**config.mk**
```make
export PLATFORM = sky130hd
export DESIGN_NAME = multi_game_timer
export DESIGN_NICKNAME = d
export VERILOG_FILES = /design/src/rtl/timer_pkg.sv /design/src/rtl/ms_tick_gen.sv /design/src/rtl/multi_game_timer.sv
export SDC_FILE = /design/constraint.sdc
export NUM_CORES = 1
export LEC_CHECK = 0
export ABC_CLOCK_PERIOD_IN_PS = 9200
export CAP_MARGIN = 30
export CORE_MARGIN = 5
export CORE_UTILIZATION = 40
export CTS_CLUSTER_SIZE = 12
export DETAILED_ROUTE_END_ITERATION = 8
export PLACE_DENSITY = 0.57
export SLEW_MARGIN = 20
export SYNTH_ARGS = -nofsm -noshare
export SYNTH_HDL_FRONTEND = slang
export SYNTH_SLANG_ARGS = --single-unit
```
**constraint.sdc**
```tcl
create_clock -name clk -period 9.2 [get_ports clk]
set_clock_uncertainty 0.05 [all_clocks]
set_input_delay 1.84 -clock clk [delete_from_list [all_inputs] [get_ports clk]]
set_output_delay 1.84 -clock clk [all_outputs]
set_load 0.005 [all_outputs]
```
**src/rtl/timer_pkg.sv**
```systemverilog
// Shared definitions for the multi-channel game timer.
//   timer_state_t : per-channel state encoding
//   value_width   : bits needed to hold 0..max_ms
//   TIMER_SLICE   : part-select of channel idx in a flat bus of w-bit fields
package timer_pkg;

    typedef enum logic [1:0] {
        ST_IDLE    = 2'd0,
        ST_RUN     = 2'd1,
        ST_PAUSE   = 2'd2,
        ST_EXPIRED = 2'd3
    } timer_state_t;

    function automatic int unsigned value_width(input int unsigned max_ms);
        return (max_ms < 1) ? 1 : $clog2(max_ms + 1);
    endfunction

endpackage

`define TIMER_SLICE(idx, w) (idx)*(w) +: (w)

```
**src/rtl/ms_tick_gen.sv**
```systemverilog
// Free-running millisecond prescaler shared by all timer channels.
//   clk   : system clock
//   reset : synchronous active-high reset, restarts the count at 0
//   tick  : high for the one cycle in which the count is CLKS_PER_MS-1
module ms_tick_gen #(
    parameter int unsigned CLKS_PER_MS = 50000
) (
    input  logic clk,
    input  logic reset,
    output logic tick
);

    localparam int unsigned CW = $clog2(CLKS_PER_MS);

    logic [CW-1:0] cnt;

    assign tick = (cnt == CW'(CLKS_PER_MS - 1));

    // Wrap at CLKS_PER_MS-1 regardless of channel activity
    always_ff @(posedge clk) begin
        if (reset) begin
            cnt <= '0;
        end else if (tick) begin
            cnt <= '0;
        end else begin
            cnt <= cnt + CW'(1);
        end
    end

endmodule

```
**src/rtl/multi_game_timer.sv**
```systemverilog
// NUM_TIMERS independent millisecond up/down timers sharing one prescaler.
//   start_value : per-channel load value, channel i at [i*VW +: VW]
//   load/start/pause : per-channel strobes (priority load > pause > start)
//   count_up/auto_reload : per-channel modes, latched on load
//   timer_value : current count per channel
//   running     : channel is in RUN
//   expired     : one-cycle pulse on each expiry
//   done        : sticky one-shot expiry flag, cleared by load
module multi_game_timer
    import timer_pkg::*;
#(
    parameter int unsigned NUM_TIMERS  = 4,
    parameter int unsigned MAX_MS      = 2047,
    parameter int unsigned CLKS_PER_MS = 50000,
    localparam int unsigned VW         = value_width(MAX_MS)
) (
    input  logic                     clk,
    input  logic                     reset,
    input  logic [NUM_TIMERS*VW-1:0] start_value,
    input  logic [NUM_TIMERS-1:0]    load,
    input  logic [NUM_TIMERS-1:0]    start,
    input  logic [NUM_TIMERS-1:0]    pause,
    input  logic [NUM_TIMERS-1:0]    count_up,
    input  logic [NUM_TIMERS-1:0]    auto_reload,
    output logic [NUM_TIMERS*VW-1:0] timer_value,
    output logic [NUM_TIMERS-1:0]    running,
    output logic [NUM_TIMERS-1:0]    expired,
    output logic [NUM_TIMERS-1:0]    done
);

    logic ms_tick;

    ms_tick_gen #(
        .CLKS_PER_MS (CLKS_PER_MS)
    ) u_tick (
        .clk   (clk),
        .reset (reset),
        .tick  (ms_tick)
    );

    for (genvar i = 0; i < NUM_TIMERS; i++) begin : g_ch
        timer_state_t  state;
        logic [VW-1:0] value;
        logic [VW-1:0] target;
        logic          up_mode;
        logic          ar_mode;
        logic          exp_q;
        logic          done_q;
        logic [VW-1:0] sv_c;
        logic [VW-1:0] tgt_c;
        logic [VW:0]   inc_c;

        assign sv_c  = start_value[`TIMER_SLICE(i, VW)];
        assign tgt_c = (32'(sv_c) > MAX_MS) ? VW'(MAX_MS) : sv_c;
        // One extra bit so value+1 cannot wrap before the target compare
        assign inc_c = {1'b0, value} + (VW + 1)'(1);

        always_ff @(posedge clk) begin
            if (reset) begin
                state   <= ST_IDLE;
                value   <= '0;
                target  <= '0;
                up_mode <= 1'b0;
                ar_mode <= 1'b0;
                exp_q   <= 1'b0;
                done_q  <= 1'b0;
            end else begin
                exp_q <= 1'b0;
                if (load[i]) begin
                    target  <= tgt_c;
                    value   <= count_up[i] ? '0 : tgt_c;
                    up_mode <= count_up[i];
                    ar_mode <= auto_reload[i];
                    done_q  <= 1'b0;
                    state   <= start[i] ? ST_RUN : ST_IDLE;
                end else if (pause[i]) begin
                    if (state == ST_RUN) begin
                        state <= ST_PAUSE;
                    end
                end else if (start[i]) begin
                    if (state == ST_IDLE || state == ST_PAUSE) begin
                        state <= ST_RUN;
                    end
                end else if (ms_tick && state == ST_RUN) begin
                    if ((up_mode && inc_c >= {1'b0, target}) ||
                        (!up_mode && value <= VW'(1))) begin
                        exp_q <= 1'b1;
                        if (ar_mode) begin
                            value <= up_mode ? '0 : target;
                        end else begin
                            value  <= up_mode ? target : '0;
                            state  <= ST_EXPIRED;
                            done_q <= 1'b1;
                        end
                    end else if (up_mode) begin
                        value <= inc_c[VW-1:0];
                    end else begin
                        value <= value - VW'(1);
                    end
                end
            end
        end

        assign timer_value[`TIMER_SLICE(i, VW)] = value;
        assign running[i] = (state == ST_RUN);
        assign expired[i] = exp_q;
        assign done[i]    = done_q;
    end

endmodule
```
==> results.toml <==
[clock_network]
cts_resized = 0
cts.path.max_buffers = 2
numCtsBuffers = 17
cts_setup_buffers = 0
cts.sinks = 128
cts_tree = "built"
clk_pin_slew_ps = 60
clk_latency_ps = 420
cts_htree_levels = 4
cts_root_buf = "clkbuf_16"
postCtsHoldBufs = 0

[sta]
hold_viol = 0
slew_headroom = 0.414
holdWs_ps = 416
finalCritPeriodShare = 0.450
finalSetupViolations = 0
maxSlewViolCount = 0
max_freq_mhz = 241
fin_tns_setup_ps = 0
worst_slew_pin_slew_ps = 877
fin_crit_ps = 4140
rsz0062_at_grt = "false"
final.setup.worst_slack_ps = 5060

[critical_path]
reg2reg_to = "g_ch[1].value[6]"
r2r_cells = 10
critical_path_class = "flop to flop"
critPathCaptureType = "flop"
start_kind = "flop"
r2r_start = "g_ch[1].value[2]"
r2r_slack_ps = 5060
crit_fanout = 15
arrival_ps = 4420
crit_required_ps = 9480

[floorplan]
die_w_um = 163
start_util = 0.403
die_area_um2 = 26600
num_io_pins = 122
row_count = 56
coreArea_um2 = 23300
chipHeight_um = 163

[logic_synthesis]
synth_cell_types = 72
synthArstFlopShare = 0
yosysWarnings = 0
synth_edf_count = 0
synthFlopType = "dfxtp_1"
syn_inst = 1214
syn-cell-area_um2 = 9370
ys_ff_latch = 128
syn_area_per_cell_um2 = 7.72
synth_seq_area_share = 0.273
synth_nets = 1337

[route]
drc = 0
num_vias = 8901
detail-route-antenna-nets = 0
viasPerCell = 5.54
drt_iter0_drc = 556
wirelength_mm = 27.2
firstDrtPassIters = 5
wire_per_inst_um = 16.9

[power_and_ir_drop]
p_per_area_nw_per_um2 = 160
total_power_w = 0.00181
peakVddDrop_uv = 95.7
p_leak_nw = 4.56

[place]
place_congestion = 0.845
hpwlAfterDp_mm = 19.1
place.port_buffers = 121
dp_worst_setup_slack_ps = 5000
dp_cells = 1574

[job]
drv_cap = 0

[worst_hold_path]
min_to = "u_tick.cnt[0]"
hp-start = "u_tick.cnt[0]"
holdPathStages = 1
hp-class = "flop to flop"

[layout]
final_layout_size_suffix_gt1_frac = 0.0536
diodes = 0
fin_nets = 1399
final_cells = 1607
area_growth_pct = 20.5

[global_route]
grt_max_degree = 48
grt_pass1_wl_mm = 44.3
grt_pass1_vias = 8584
grt.total_usage = 0.203
antenna_found_initial = 0
globalRouteOverflowTotal = 0

[run_status]
status = "complete, no violations"
## stage by stage
step / util / cell area [um^2]
floorplan: - / 9370
global placement: 0.458 / 10700
detailed placement: 0.460 / 10700
CTS: 0.485 / 11300
global route: 0.486 / 11300
finish: 0.486 / 11300
## worst max-delay path by stage
| stage | startpoint | endpoint | slack [ps] |
|---|---|---|---|
| 3_3_place_gp | load[0] | g_ch[0].value[1] | 4670 |
| 4_1_cts | g_ch[2].value[0] | g_ch[2].value[1] | 5080 |
| 6_report | g_ch[1].value[2] | g_ch[1].value[6] | 5060 |
| 5_1_grt | g_ch[2].value[0] | g_ch[2].value[1] | 4700 |
| 2_1_floorplan | load[0] | g_ch[0].value[2] | 5800 |
| 3_5_place_dp | load[2] | g_ch[2].value[8] | 5000 |
## report_power, final
| group | switching [W] | internal [W] | leakage, nW |
|---|---|---|---|
| clock network | 0.000263 | 0.000420 | 0.279 |
| registers | 0.0000661 | 0.000589 | 1.05 |
| logic | 0.000248 | 0.000221 | 3.23 |
| total | 0.000577 | 0.00123 | 4.56 |
## worst max-delay path, cell delays in order (launching register included)
cell,delay (ps)
dfxtp_1,620
nand4_1,350
nor4_1,600
xor2_1,130
ha_1,310
a21o_1,180
a211o_1,290
a221oi_1,490
a21o_1,490
a21oi_1,280
a211oi_1,250
## layout by cell type (no fill, tap or decap), types with 39 or more instances in the layout
master,instances
dfxtp_1,128
mux2i_1,59
inv_1,80
nand3_1,43
nand2_1,110
ha_1,57
nor2_1,134
a21oi_1,70
clkdlybuf4s50_1,120
xnor2_1,39
xor2_1,40
## synth_stat cells (22+ instances only)
library cell / instances / area (um^2)
nor2_1: 134 / 503
dfxtp_1: 128 / 2560
nand2_1: 110 / 413
inv_1: 80 / 300
a21oi_1: 70 / 350
mux2i_1: 59 / 591
ha_1: 57 / 713
clkbuf_1: 56 / 210
nand3_1: 43 / 215
xor2_1: 40 / 350
xnor2_1: 39 / 342
o21ai_0: 35 / 175
a31oi_1: 31 / 194
nor3_1: 26 / 130
nor4_1: 22 / 138
## cells by family after synthesis
kind of cell | after synthesis | share of synthesized area
AOI/OAI and AO/OA | 273 | 0.202
muxes | 71 | 0.0774
xor gates and xnor gates | 79 | 0.0738
adders and majority gates | 57 | 0.0761
buffers and inverters | 173 | 0.0755
and+or+nand+nor | 433 | 0.221
DFF | 128 | 0.273
## flip-flops by register name, indices dropped and copies added, names as in the netlist
name          cells
g_ch.target      44
g_ch.value       44
u_tick.cnt       16
g_ch.state        8
g_ch.ar_mode      4
g_ch.done_q       4
g_ch.exp_q        4
g_ch.up_mode      4
## routing by layer
layer	GRT usage	up-vias	part of all wire
met5	0	-	0
met4	0.0518	0	0.011
met3	0.0356	27	0.049
met2	0.333	229	0.47
met1	0.278	4177	0.47
li1	-	4468	-
## cell type report
cell class / count / area [um^2]
clock buffers: 23 / 478
clock inverters: 8 / 106
fillers: 2356 / 12000
inverters: 80 / 300
multi-input cells: 913 / 6110
flip-flops and latches: 128 / 2560
well taps: 319 / 399
repair buffers: 136 / 1340
Power figures use the tool's default switching activity.
==> variant: new RTL, config.mk and constraints unchanged <==
Reset style: asynchronous (`reset`), changed in 2 clocked blocks. Comments in the files are not updated.
--- a/src/rtl/ms_tick_gen.sv
+++ b/src/rtl/ms_tick_gen.sv
@@ -19,3 +19,3 @@
     // Wrap at CLKS_PER_MS-1 regardless of channel activity
-    always_ff @(posedge clk) begin
+    always_ff @(posedge clk or posedge reset) begin
         if (reset) begin
--- a/src/rtl/multi_game_timer.sv
+++ b/src/rtl/multi_game_timer.sv
@@ -57,3 +57,3 @@
 
-        always_ff @(posedge clk) begin
+        always_ff @(posedge clk or posedge reset) begin
             if (reset) begin
Behaviour: differs if reset is asserted again (counterexample within 4 cycles, from zero or initial values and one cycle with reset high); with reset held inactive, the same outputs for 4 cycles.
==> variant against the unedited design <==
- maximum frequency grew 0.72%
- cell count shrank 5.0%
- critical path depth grew 4
- via count shrank 6.2%
- highest routed layer unchanged
- power grew 17%
- area after synthesis shrank 0.56%
- sequential cell count is the same
- worst setup slack gained 0.030 ns
- final area grew 0.31%
- wire length shrank 5.6%
==> variant: results (changes against the unedited design) <==
| Metric | Value |
|---|---|
| Count of pins over their slew limit | 0 (unchanged) |
| Hold EP | u_tick.cnt[0]$_DFF_PP0_ |
| Hold Path Class | flip-flop to flip-flop |
| Final-stage net count | 1323 (-5.4%) |
| Hold Crit Start | u_tick.cnt[0]$_DFF_PP0_ |
| Dpl hpwl | 18.1 mm (-5.5%) |
| First-pass GRT wire length | 42.7 mm (-3.6%) |
| Layout cell share with drive strength beyond 1 | 7.25% (+1.9 points) |
| Cells after Synth | 1112 (-8.4%) |
| Internal power | 1.39 mW (+13%) |
| Reg-to-reg endpoint | g_ch[1].value[0]$_DFFE_PP0P_ |
| Placed cell area | 0.0107 mm2 (-0.22%) |
| Post_cts resized | 0 (unchanged) |
| Inserted Diodes | 0 (unchanged) |
| Total GRT Usage | 19.6% (-0.69 points) |
| Arrival time at the worst endpoint | 4.36 ns (-0.06 ns) |
| 1st-iter DRT viols | 549 (-1.3%) |
| Syn Nets | 1235 (-7.6%) |
| Reg2reg path depth | 14 (+4) |
| Setup WS pre-CTS | 4.76 ns (-0.243 ns) |
| Clk power | 0.720 mW (+5.4%) |
| Pwr Total | 2.11 mW (+17%) |
| Vias in the first global route | 8124 (-5.4%) |
| Clk root buf | clkbuf_16 |
| Worst hold slack | 0.430 ns (+0.0138 ns) |
| Crit path max fanout | 12 (-3) |
| Vias | 8352 (-6.2%) |
| Yosys warns | 0 (unchanged) |
| Reg clk slew, reported paths | 0.06 ns (about the same) |
| Synth unique cells | 77 (+6.9%) |
| Largest net degree at the start of global routing | 66 (+38%) |
| Port-buffer cells | 121 (unchanged) |
| Rel. slew slack | 34.7% (-6.7 points) |
| Reg-to-reg startpoint | g_ch[1].value[0]$_DFFE_PP0P_ |
| Crit-path slowest cell | o32ai_2 |
| Leak | 4.95 nW (+8.6%) |
| H-Tree Level Count | 4 (unchanged) |
| Worst skew pair latency | 0.42 ns (about the same) |
| Comb power frac | 30.0% (+4.0 points) |
| Async set or reset register ratio after synthesis | 100% (+100 points) |
| Sequential-to-total area share from yosys stat | 34.4% (+7.0 points) |
| Most frequent cells after synthesis | 139 x nand2_1, 128 x dfrtp_1, 84 x nor2_1, 84 x o21ai_0, 74 x inv_1 |
| RePlAce Congestion | 0.830 (-1.7%) |
| Status | complete, no violations |
| Max stage delay on crit path | 0.59 ns (-0.03 ns) |
| WL/cell | 16.8 um (-0.61%) |
| Register-to-register setup slack | 5.09 ns (+0.03 ns) |
| TritonRoute pass-1 iters | 5 (unchanged) |
| Final std cells w/o fill | 1526 (-5.0%) |
| Total CTS buffers | 17 (unchanged) |
| Clock Tree Buf Depth | 2 (unchanged) |
| # Post-CTS Setup Buffers | 0 (unchanged) |
| Peak VDD IR | 0.101 mV (+5.3%) |
| Hold path cells | 1 (unchanged) |
| Area contributors post-synth | dfrtp_1 34%, ha_1 7.7%, nand2_1 5.6% |
| Initial antenna violation count | 0 (unchanged) |
[variant: worst max-delay path, delay by kind of cell (launching register included)]
kind | cells | cell delay, ns
flops | 1 | 0.54
fa+ha+maj | 2 | 0.54
mux | 1 | 0.34
xor+xnor | 1 | 0.16
compound gates | 5 | 1.06
buf+inv | 2 | 0.36
simple gates | 3 | 0.94
[variant: area by class of cell]
| type | count | area (um2) |
|---|---|---|
| clock buffers | 20 | 447 |
| clock inverters | 12 | 165 |
| fillers | 2200 | 11400 |
| inverters | 74 | 283 |
| multi-input cells | 844 | 5510 |
| flip-flops and latches | 128 | 3200 |
| well taps | 313 | 392 |
| repair buffers | 135 | 1330 |
[variant: how the worst max path moves through the flow]
stage                                             from                            end  slack [ns]  cells past startpoint
after floorplan                                  reset    g_ch[0].ar_mode$_DFFE_PP0P_        3.90                      1
after global placement                         load[0]  g_ch[0].value[10]$_DFFE_PP0P_        4.86                      8
after detailed placement                       load[2]   g_ch[2].value[2]$_DFFE_PP0P_        4.76                      8
after CTS                 g_ch[1].value[0]$_DFFE_PP0P_   g_ch[1].value[0]$_DFFE_PP0P_        5.05                     14
after global routing      g_ch[1].value[0]$_DFFE_PP0P_   g_ch[1].value[0]$_DFFE_PP0P_        4.61                     14
final                     g_ch[1].value[0]$_DFFE_PP0P_   g_ch[1].value[0]$_DFFE_PP0P_        5.09                     14
[variant: cell families after synthesis]
logic type,share of synthesized area [%]
simple gates,24.1
fa+ha+maj,7.65
buf+inv,6.52
mux,1.66
compound gates,19.7
flops,34.4
xor+xnor,5.92
[variant: per-layer routing]
metal | vias to the layer above | part of all wire, % | global-route usage [%]
met5 | - | 0 | 0
li1 | 4153 | - | -
met2 | 213 | 45 | 31.3
met3 | 17 | 5.5 | 4.33
met4 | 0 | 0.96 | 3.85
met1 | 3969 | 49 | 27.7
